### src/rtl/fsm_ctx_sched_pkg.sv
// Shared definitions for the context-switched run-of-ones detector:
// state encoding plus next-state and Moore-output functions.
package fsm_sched_pkg;

  typedef enum logic [1:0] {
    S0 = 2'd0,
    S1 = 2'd1,
    S2 = 2'd2,
    S3 = 2'd3
  } state_t;

  function automatic state_t fsm_next(input state_t s, input logic b);
    state_t n;
    if (!b) begin
      n = S0;
    end else begin
      case (s)
        S0:      n = S1;
        S1:      n = S2;
        default: n = S3;
      endcase
    end
    return n;
  endfunction

  function automatic logic fsm_out(input state_t s);
    return (s == S2);
  endfunction

endpackage

### src/rtl/fsm_ctx_sched_if.sv
// Requester and result handshake bundle for fsm_ctx_sched.
// master = bit sources / downstream collector side, slave = the scheduler.
interface fsm_sched_if #(
  parameter int N_CH = 4,
  parameter int CH_W = $clog2(N_CH)
);
  logic [N_CH-1:0] req_valid;
  logic [N_CH-1:0] req_bit;
  logic [N_CH-1:0] req_ready;
  logic [N_CH-1:0] ch_clr;
  logic            det_valid;
  logic            det_ready;
  logic [CH_W-1:0] det_ch;
  logic            det_hit;
  logic [1:0]      det_state;

  modport master (
    output req_valid, req_bit, ch_clr, det_ready,
    input  req_ready, det_valid, det_ch, det_hit, det_state
  );

  modport slave (
    input  req_valid, req_bit, ch_clr, det_ready,
    output req_ready, det_valid, det_ch, det_hit, det_state
  );
endinterface

### src/rtl/fsm_ctx_sched_rr_arbiter.sv
// Combinational round-robin arbiter: one-hot grant to the first request
// found searching upward from ptr, wrapping at N-1 back to 0.
module rr_arbiter #(
  parameter int N = 4
) (
  input  logic [N-1:0]         req,
  input  logic [$clog2(N)-1:0] ptr,
  output logic [N-1:0]         gnt
);

  int   idx;
  logic found;

  always_comb begin
    gnt   = '0;
    found = 1'b0;
    idx   = 0;
    for (int k = 0; k < N; k++) begin
      idx = int'(ptr) + k;
      if (idx >= N) idx = idx - N;
      if (!found && req[idx]) begin
        gnt[idx] = 1'b1;
        found    = 1'b1;
      end
    end
  end

endmodule

### src/rtl/fsm_ctx_sched.sv
// Round-robin scheduler time-sharing one run-of-ones detector across N_CH
// bit-serial channels. Optional per-channel hit counters: FSM_SCHED_HIT_CNT_EN.
module fsm_ctx_sched
  import fsm_sched_pkg::*;
#(
  parameter int N_CH = 4,
  parameter int CH_W = $clog2(N_CH)
) (
  input  logic              clk,
  input  logic              rst,
  fsm_sched_if.slave        bus
`ifdef FSM_SCHED_HIT_CNT_EN
  ,
  output logic [N_CH*8-1:0] hit_cnt
`endif
);

  state_t          ctx [N_CH];
  logic [CH_W-1:0] rr_ptr;
  logic [N_CH-1:0] elig_p0;
  logic [N_CH-1:0] gnt_p0;
  logic [N_CH-1:0] rdy_p0;
  logic            stall_p0;
  logic            acc_p0;
  logic [CH_W-1:0] acc_ch_p0;
  logic [CH_W-1:0] nxt_ptr_p0;
  state_t          nxt_p0;

  logic            vld_p1;
  logic [CH_W-1:0] det_ch_p1;
  logic            det_hit_p1;
  state_t          det_state_p1;

  // ---- p0: arbitration and shared next-state logic ----
  assign elig_p0  = bus.req_valid & ~bus.ch_clr;
  assign stall_p0 = vld_p1 & ~bus.det_ready;

  rr_arbiter #(.N(N_CH)) u_arb (
    .req (elig_p0),
    .ptr (rr_ptr),
    .gnt (gnt_p0)
  );

  assign rdy_p0        = stall_p0 ? '0 : gnt_p0;
  assign acc_p0        = |rdy_p0;
  assign bus.req_ready = rdy_p0;

  always_comb begin
    acc_ch_p0 = '0;
    for (int i = 0; i < N_CH; i++) begin
      if (gnt_p0[i]) acc_ch_p0 = CH_W'(i);
    end
  end

  assign nxt_p0     = fsm_next(ctx[acc_ch_p0], bus.req_bit[acc_ch_p0]);
  assign nxt_ptr_p0 = (acc_ch_p0 == CH_W'(N_CH - 1)) ? '0 : acc_ch_p0 + 1'b1;

  // ---- p1: context write-back and result register ----
  always_ff @(posedge clk) begin
    if (rst) begin
      vld_p1       <= 1'b0;
      det_ch_p1    <= '0;
      det_hit_p1   <= 1'b0;
      det_state_p1 <= S0;
      rr_ptr       <= '0;
      for (int i = 0; i < N_CH; i++) ctx[i] <= S0;
    end else begin
      // A clear wins over everything, including a stall.
      for (int i = 0; i < N_CH; i++) begin
        if (bus.ch_clr[i])  ctx[i] <= S0;
        else if (rdy_p0[i]) ctx[i] <= nxt_p0;
      end
      if (!stall_p0) begin
        vld_p1 <= acc_p0;
        if (acc_p0) begin
          det_ch_p1    <= acc_ch_p0;
          det_state_p1 <= nxt_p0;
          det_hit_p1   <= fsm_out(nxt_p0);
          rr_ptr       <= nxt_ptr_p0;
        end
      end
    end
  end

  assign bus.det_valid = vld_p1;
  assign bus.det_ch    = det_ch_p1;
  assign bus.det_hit   = det_hit_p1;
  assign bus.det_state = det_state_p1;

`ifdef FSM_SCHED_HIT_CNT_EN
  logic [7:0] hcnt [N_CH];

  always_ff @(posedge clk) begin
    if (rst) begin
      for (int i = 0; i < N_CH; i++) hcnt[i] <= 8'd0;
    end else begin
      for (int i = 0; i < N_CH; i++) begin
        if (bus.ch_clr[i])
          hcnt[i] <= 8'd0;
        else if (rdy_p0[i] && (nxt_p0 == S2) && (hcnt[i] != 8'hFF))
          hcnt[i] <= hcnt[i] + 8'd1;
      end
    end
  end

  for (genvar g = 0; g < N_CH; g++) begin : g_hit
    assign hit_cnt[8*g +: 8] = hcnt[g];
  end
`endif

endmodule
### src/flat_wrapper.sv
// flat-port wrapper written by rule: the top's interface ports become plain ports
module fsm_ctx_sched_flat import fsm_sched_pkg::*;
#(
  parameter int N_CH = 4,
  parameter int CH_W = $clog2(N_CH)
)
  (clk, rst, bus_req_valid, bus_req_bit, bus_ch_clr, bus_det_ready, bus_req_ready, bus_det_valid, bus_det_ch, bus_det_hit, bus_det_state);
  fsm_sched_if #(.N_CH(N_CH), .CH_W(CH_W)) bus_i ();
  input  logic clk;
  input  logic rst;
  input wire logic [$bits(bus_i.req_valid)-1:0] bus_req_valid;
  input wire logic [$bits(bus_i.req_bit)-1:0] bus_req_bit;
  input wire logic [$bits(bus_i.ch_clr)-1:0] bus_ch_clr;
  input wire logic [$bits(bus_i.det_ready)-1:0] bus_det_ready;
  output wire logic [$bits(bus_i.req_ready)-1:0] bus_req_ready;
  output wire logic [$bits(bus_i.det_valid)-1:0] bus_det_valid;
  output wire logic [$bits(bus_i.det_ch)-1:0] bus_det_ch;
  output wire logic [$bits(bus_i.det_hit)-1:0] bus_det_hit;
  output wire logic [$bits(bus_i.det_state)-1:0] bus_det_state;
  assign bus_i.req_valid = bus_req_valid;
  assign bus_i.req_bit = bus_req_bit;
  assign bus_i.ch_clr = bus_ch_clr;
  assign bus_i.det_ready = bus_det_ready;
  assign bus_req_ready = bus_i.req_ready;
  assign bus_det_valid = bus_i.det_valid;
  assign bus_det_ch = bus_i.det_ch;
  assign bus_det_hit = bus_i.det_hit;
  assign bus_det_state = bus_i.det_state;
  fsm_ctx_sched #(.N_CH(N_CH), .CH_W(CH_W)) u_core (.clk(clk), .rst(rst), .bus(bus_i));
endmodule
### config.mk
export PLATFORM = sky130hd
export DESIGN_NAME = fsm_ctx_sched_flat
export DESIGN_NICKNAME = d
export VERILOG_FILES = /design/src/rtl/fsm_ctx_sched_pkg.sv /design/src/rtl/fsm_ctx_sched_if.sv /design/src/rtl/fsm_ctx_sched_rr_arbiter.sv /design/src/rtl/fsm_ctx_sched.sv /design/src/flat_wrapper.sv
export SDC_FILE = /design/constraint.sdc
export NUM_CORES = 1
export LEC_CHECK = 0
export ABC_AREA = 1
export CORE_MARGIN = 2
export CORE_UTILIZATION = 52
export CTS_CLUSTER_SIZE = 8
export DETAILED_ROUTE_END_ITERATION = 6
export GPL_TIMING_DRIVEN = 0
export PLACE_DENSITY = 0.8
export RECOVER_POWER = 50
export SLEW_MARGIN = 10
export SYNTH_ARGS = -nofsm -noshare
export SYNTH_HDL_FRONTEND = slang
export SYNTH_SLANG_ARGS = --single-unit
### constraint.sdc
create_clock -name clk -period 3.3 [get_ports clk]
set_input_delay 0.33 -clock clk [delete_from_list [all_inputs] [get_ports clk]]
set_output_delay 0.33 -clock clk [all_outputs]
set_load 0.01 [all_outputs]
==> summary.txt, run 1 <==
Cells and area
  – Antenna Cells: 0
  – Non-Filler Instances: 248
  – Net count, final: 242
  – Area Overhead vs Synth: 21.3%
  – Finished Cell Area: 1630 um2
  – Ratio of cells with drive above 1 in the final layout: 0.179
  – Fillers: 222

Floorplan
  – Starting density of the core: 0.547
  – Die area: 3010 um2
  – Die Width: 54.8 um
  – Row count: 18
  – Top-Level Pins: 25
  – Die height: 54.8 um
  – Core ar.: 2450 um2

Synthesis
  – Synth warn: 0
  – Mux contribution to synthesized area: 0
  – Top FF cell, synth: edfxtp_1
  – Asr flop ratio synth: 0
  – Adder-cell area share of the yosys netlist: 0.0745
  – Unique masters post-synth: 26
  – Post-Synthesis Cells: 190
  – Number of synthesized flops with an enable pin: 8
  – Combinational family with the most area after synthesis: simple AND/OR/NAND/NOR gates
  – Avg Cell Area, Syn: 7.07 um2
  – Top cell type's share of synthesized area: 0.179
  – Synth Area in Compound Gates: 0.0782
  – Post-Synth Simple-Gate Area: 0.466
  – Synthesized area: 1340 um2
  – Synth area leaders: edfxtp_1, dfxtp_1, nand2_1
  – Yosys reg bits: 16
  – Sequential area share after synthesis: 0.298
  – Synth Area in XOR/XNOR: 0
  – Post-synthesis cell type with the largest combined area: edfxtp_1
  – Syn Nets: 213

Timing
  – Fin. max-slew vios: 0
  – Tightest Pin Transition: 391 ps
  – Crit path time final: 3070 ps
  – Fmax: 326 MHz
  – Hold Vio Cnt, Final: 0
  – Hold_ws: 481 ps
  – Post-route setup slack: 229 ps
  – Final setup viols: 0
  – Crit share post-route: 0.931
  – Skew final: 10.1 ps
  – Slew HR: 0.739
  – Setup tns final: 0 ps
  – RSZ-0062 raised after global routing: no

Critical path
  – Startpoint types: flop
  – Kind of critical path: flop to primary output
  – Crit-path max FO: 9
  – R2R setup slack: 460 ps
  – Worst EP arrival: 2740 ps
  – Reg2reg end: u_core.rr_ptr[0]$_SDFFE_PP0P_
  – CP Capture Type: primary output
  – Reg2reg start: u_core.rr_ptr[1]$_SDFFE_PP0P_
  – Worst endpoint required time: 2970 ps
  – R2r worst-path depth: 16

Placement
  – Post-detail-place hpwl: 2520 um
  – Routability congestion estimate: 0.806
  – Placed insts: 244
  – IO buf count: 24
  – Pre-CTS setup slack: 368 ps
  – Placed cell area: 1620 um2

Min path
  – Worst hold start: u_core.bus.det_hit$_SDFFE_PP0P_
  – Hold depth: 2
  – Worst Hold End: u_core.bus.det_hit$_SDFFE_PP0P_
  – Hold Crit Class: flop to flop

Clocking
  – CTS root buffer: clkbuf_4
  – Total CTS buffers: 3
  – TritonCTS Sinks: 16
  – Clk_lat worst skew: 290 ps
  – Longest Clk Path Bufs: 2
  – H-tree levels: 1
  – Clk slew on worst S/H paths: 100 ps
  – CTS tree: built

Pwr
  – Max VDD drop: 0.000931 V
  – Leakage power: 0.801 nW
  – Power per Cell Area: 1020 nW/um2

Global routing
  – Vias in the first global route: 1245
  – Gr ovfl total: 0
  – First-pass GRT wire length: 5290 um
  – Largest net degree at the start of global routing: 11
  – GRT Util Overall: 0.242
  – Initial antenna violation count: 0

Detailed routing
  – Detail Route Antenna Nets: 0
  – Vias after detailed routing: 1316
  – Drt via density: 5.31
  – Remaining DRCs: 0
  – First-pass iteration count of the detailed router: 4
  – DRT iter0 DRCs: 28
  – Post-detailed-route wirelength per cell: 12.4 um
  – WL final: 3080 um

Job
  – Max-capacitance violation count: 0

Status
  – Status: finished, final reports clean
-- kinds of logic after synthesis --
family / after synthesis
and+or+nand+nor: 119
buffers and inverters: 30
AOI/OAI and AO/OA: 17
DFF: 16
adders and majority gates: 8
-- what timing repair did --
item	4_1_cts	5_1_grt
setup buffers	0	0
hold buffers	0	0
endpoints found under the setup margin	0	4
hold endpoints to repair	0	0
gates resized for setup	0	2
-- placed cells by master (no fill, tap or decap), drive strengths merged, types with 2 or more instances in the layout --
| cell | instances |
|---|---|
| nor2 | 28 |
| nand2 | 51 |
| dfxtp | 8 |
| o21ai | 7 |
| nand3b | 2 |
| edfxtp | 8 |
| dlygate4sd3 | 6 |
| clkbuf | 4 |
| clkdlybuf4s50 | 18 |
| a21oi | 8 |
| clkinv | 3 |
| inv | 27 |
| ha | 8 |
| nand3 | 36 |
-- flip-flops by register name (all words and copies together) (netlist names) --
signal                flops
u_core.ctx                8
u_core.bus.det_ch         2
u_core.bus.det_state      2
u_core.rr_ptr             2
u_core.bus.det_hit        1
u_core.bus.det_valid      1
-- final cells by class --
cell class                      count  area, um2  share of cell area
Sequential cell                    16        403               0.247
Clock inverter                      1       3.75             0.00230
Buffer                              1       3.75             0.00230
Inverter                           29        109              0.0668
Multi-Input combinational cell    144        811               0.497
Tap cell                           30       37.5              0.0230
Clock buffer                        3       22.5              0.0138
Timing Repair Buffer               24        240               0.147
-- report_power, final --
group	switching, mW	internal, mW	leakage (nW)	total (mW)
combinational	0.809	0.428	0.629	1.24
sequential	0.0391	0.274	0.157	0.313
clock	0.0618	0.0440	0.0154	0.106
-- worst max-delay path, stage by stage (launching register included) --
cell	delay (ps)
dfxtp_2	440
inv_1	180
ha_1	360
inv_1	110
nand3_1	80
nand2_1	110
nand2_4	70
nor2_2	120
nand2_1	90
nand3_2	140
nand2_1	120
inv_1	90
clkdlybuf4s50_1	530
-- through the flow --
step | utilization | power [mW]
final | 0.664 | 1.66
after global routing | 0.664 | 1.82
after CTS | 0.671 | 1.70
after detailed placement | 0.661 | 1.59
after global placement | 0.661 | 1.56
after floorplan | - | 1.26
-- routing by layer --
layer	wire length, um	global-route usage	vias to the layer above
li1	-	-	672
met1	1420	0.319	603
met2	1510	0.429	37
met3	123	0.0191	4
met4	29	0.0500	0
met5	0	0	-
-- synth_stat cells (2+ instances only) --
master     n
inv_2      7
clkinv_1   2
nand2_1   37
nand2_2   12
nand3_1   27
nand3b_1   2
nor2_4     2
o21ai_0    4
edfxtp_1   8
nand2_4    2
nor2_1    24
dfxtp_1    8
inv_1     20
a21oi_1    6
ha_1       8
nand3_2    8
o21ai_2    2
nor2_2     2
a21oi_2    2
-- how the worst max path moves through the flow --
stage                                  startpoint  slack (ps)  depth (start not counted)                        endpoint
floorplan           u_core.rr_ptr[1]$_SDFFE_PP0P_         810                         17  u_core.ctx[0][0]$_SDFFCE_PN0P_
finish              u_core.rr_ptr[1]$_SDFFE_PP0P_         230                         12                bus_req_ready[1]
CTS                 u_core.rr_ptr[1]$_SDFFE_PP0P_          40                         12                bus_req_ready[1]
global placement    u_core.rr_ptr[1]$_SDFFE_PP0P_         440                         12                bus_req_ready[1]
detailed placement  u_core.rr_ptr[1]$_SDFFE_PP0P_         370                         12                bus_req_ready[1]
global route        u_core.rr_ptr[1]$_SDFFE_PP0P_          80                         11                bus_req_ready[0]
Note: power is estimated with default switching activity, not from simulation.
==> run 2, diff against run 1 <==
- CAP_MARGIN: default -> 20
==> results of run 2 <==
Same layout as run 1: the final DEF is identical, and so are final timing and power.
==> run 3, diff against run 2 <==
- CORE_MARGIN: 2 -> default
==> run 3 against run 2 <==
Worst hold slack got worse by 1.6 ps. Clock power barely moved. Sequential share of layout area rose by 0.11 points. Via count fell by 1.7%. Combinational power is essentially flat. Die area fell by 7.2%. Critical path type unchanged.
==> summary.txt, run 3 (synthesis gave the netlist of run 1 again) <==
Global routing
  – Largest net degree at the start of global routing: 11
  – Initial antenna violation count: 0
  – GRT Util Overall: 0.245
  – First-pass GRT wire length: 5020 um
  – Gr ovfl total: 0
  – Vias in the first global route: 1201

Clocking
  – Longest Clk Path Bufs: 2
  – Post-CTS setup buffers: 0
  – Clk_lat worst skew: 290 ps
  – H-tree levels: 1
  – TritonCTS Sinks: 16
  – Clk slew on worst S/H paths: 90 ps
  – Hold buffers post-CTS: 0
  – CTS root buffer: clkbuf_4
  – Total CTS buffers: 3
  – Post_cts resized: 0
  – CTS tree: built

Pwr
  – Cell internal pwr: 743 uW
  – Clock power frac: 0.064
  – Flop pwr share: 0.190
  – Switching pwr: 909 uW
  – Comb power frac: 0.746
  – Power per Cell Area: 1020 nW/um2
  – Leakage power: 0.798 nW
  – Switching Share: 0.550
  – Power Total: 1.65 mW
  – Max VDD drop: 0.000868 V

Detailed routing
  – WL final: 3080 um
  – Drt via density: 5.22
  – Vias after detailed routing: 1294
  – Post-detailed-route wirelength per cell: 12.4 um
  – DRT iter0 DRCs: 30
  – Remaining DRCs: 0
  – Detail Route Antenna Nets: 0
  – First-pass iteration count of the detailed router: 4

Cells and area
  – Most frequent cells in the layout: nand2_1, nand3_1, nor2_1
  – Footprint of the multi-input gates: 803 um2
  – Area Overhead vs Synth: 20.8%
  – Largest Register: u_core.ctx
  – Ratio of cells with drive above 1 in the final layout: 0.174
  – Fillers: 215
  – Max reg flops: 8
  – Antenna Cells: 0
  – Commonest non-fill, non-tap cell in the layout: nand2_1
  – Final Util: 0.661
  – Finished Cell Area: 1620 um2
  – Net count, final: 242
  – Seq. cell area: 403 um2

Placement
  – Placed cell area: 1620 um2
  – IO buf count: 24
  – Routability congestion estimate: 0.787
  – Post-detail-place hpwl: 2520 um

Critical path
  – R2r worst-path depth: 16
  – R2R setup slack: 360 ps
  – Crit-path max FO: 9
  – CP Capture Type: primary output
  – CP Launch Point: u_core.rr_ptr[1]$_SDFFE_PP0P_
  – Reg2reg end: u_core.rr_ptr[0]$_SDFFE_PP0P_
  – Startpoint types: flop
  – Kind of critical path: flop to primary output
  – Critical Path Sink: bus_req_ready[2]
  – Worst endpoint required time: 2970 ps
  – Reg2reg start: u_core.rr_ptr[1]$_SDFFE_PP0P_
  – Worst EP arrival: 2760 ps

Timing
  – Setup tns final: 0 ps
  – Fmax: 324 MHz
  – Fin. max-slew vios: 0
  – Skew final: 5.18 ps
  – Slew HR: 0.719
  – Crit share post-route: 0.935
  – Final setup viols: 0
  – RSZ-0062 raised after global routing: no
  – Tightest Pin Transition: 420 ps
  – Crit path time final: 3090 ps
  – Hold Vio Cnt, Final: 0

Min path
  – Hold Crit Class: flop to flop

Floorplan
  – Top-Level Pins: 25
  – Core ar.: 2450 um2
  – Die area: 2790 um2
  – Row count: 18
  – Die Width: 52.8 um
  – Starting density of the core: 0.547
  – Die height: 52.8 um

Status
  – Status: finished, final reports clean

Job
  – Max-capacitance violation count: 0
[run 3: cell counts in the layout (fill, tap and decap cells not counted)]
No cell type changed its count.
[run 3: per-layer routing]
layer  share of wire  routed length [um]  track usage  vias to the layer above
li1                -                   -            -                      671
met1            0.46                1430        0.301                      588
met2            0.49                1520        0.445                       30
met3           0.029                  90       0.0174                        5
met4           0.016                  48       0.0789                        0
met5               0                   0            0                        -
[run 3: area by class of cell]
type,instances,share of cell area
Multi-Input combinational cell,144,0.495
Sequential cell,16,0.248
Timing Repair Buffer,24,0.148
Inverter,29,0.0671
Tap cell,30,0.0231
Clock buffer,3,0.0139
Clock inverter,1,0.00231
Buffer,1,0.00231
[run 3: how the worst min path moves through the flow]
stage | from | endpoint | slack (ps) | cells past startpoint
CTS | u_core.bus.det_hit$_SDFFE_PP0P_ | u_core.bus.det_hit$_SDFFE_PP0P_ | 490 | 2
finish | u_core.bus.det_hit$_SDFFE_PP0P_ | u_core.bus.det_hit$_SDFFE_PP0P_ | 480 | 2
floorplan | rst | u_core.bus.det_state[1]$_SDFFE_PP0P_ | 390 | 1
detailed placement | u_core.bus.det_hit$_SDFFE_PP0P_ | u_core.bus.det_hit$_SDFFE_PP0P_ | 470 | 2
global placement | u_core.bus.det_hit$_SDFFE_PP0P_ | u_core.bus.det_hit$_SDFFE_PP0P_ | 460 | 2
global route | u_core.bus.det_hit$_SDFFE_PP0P_ | u_core.bus.det_hit$_SDFFE_PP0P_ | 510 | 2
[run 3: power groups by stage]
stage	Sequential [mW]	Clock [mW]	Combinational, mW
3_5_place_dp	0.317	0	1.28
5_1_grt	0.322	0.112	1.36
6_report	0.313	0.106	1.23
3_3_place_gp	0.314	0	1.25
2_1_floorplan	0.320	0	0.944
4_1_cts	0.313	0.107	1.29
[run 3: per-stage QoR]
step | setup slack, ps | std cells | hold WS, ps
2_1_floorplan | 810 | 190 | 392
3_3_place_gp | 439 | 244 | 464
3_5_place_dp | 377 | 244 | 472
4_1_cts | 36.4 | 248 | 486
5_1_grt | 28.8 | 248 | 508
6_report | 214 | 248 | 479
[run 3: worst max-delay path, stage by stage, from the launching register on]
cell,delay [ps]
dfxtp_2,430
inv_1,170
ha_1,380
inv_1,90
nand3_1,80
nand2_1,90
nand2_4,100
inv_2,50
nand3_1,90
inv_2,30
nor2_1,340
nor2_1,120
clkdlybuf4s50_1,500
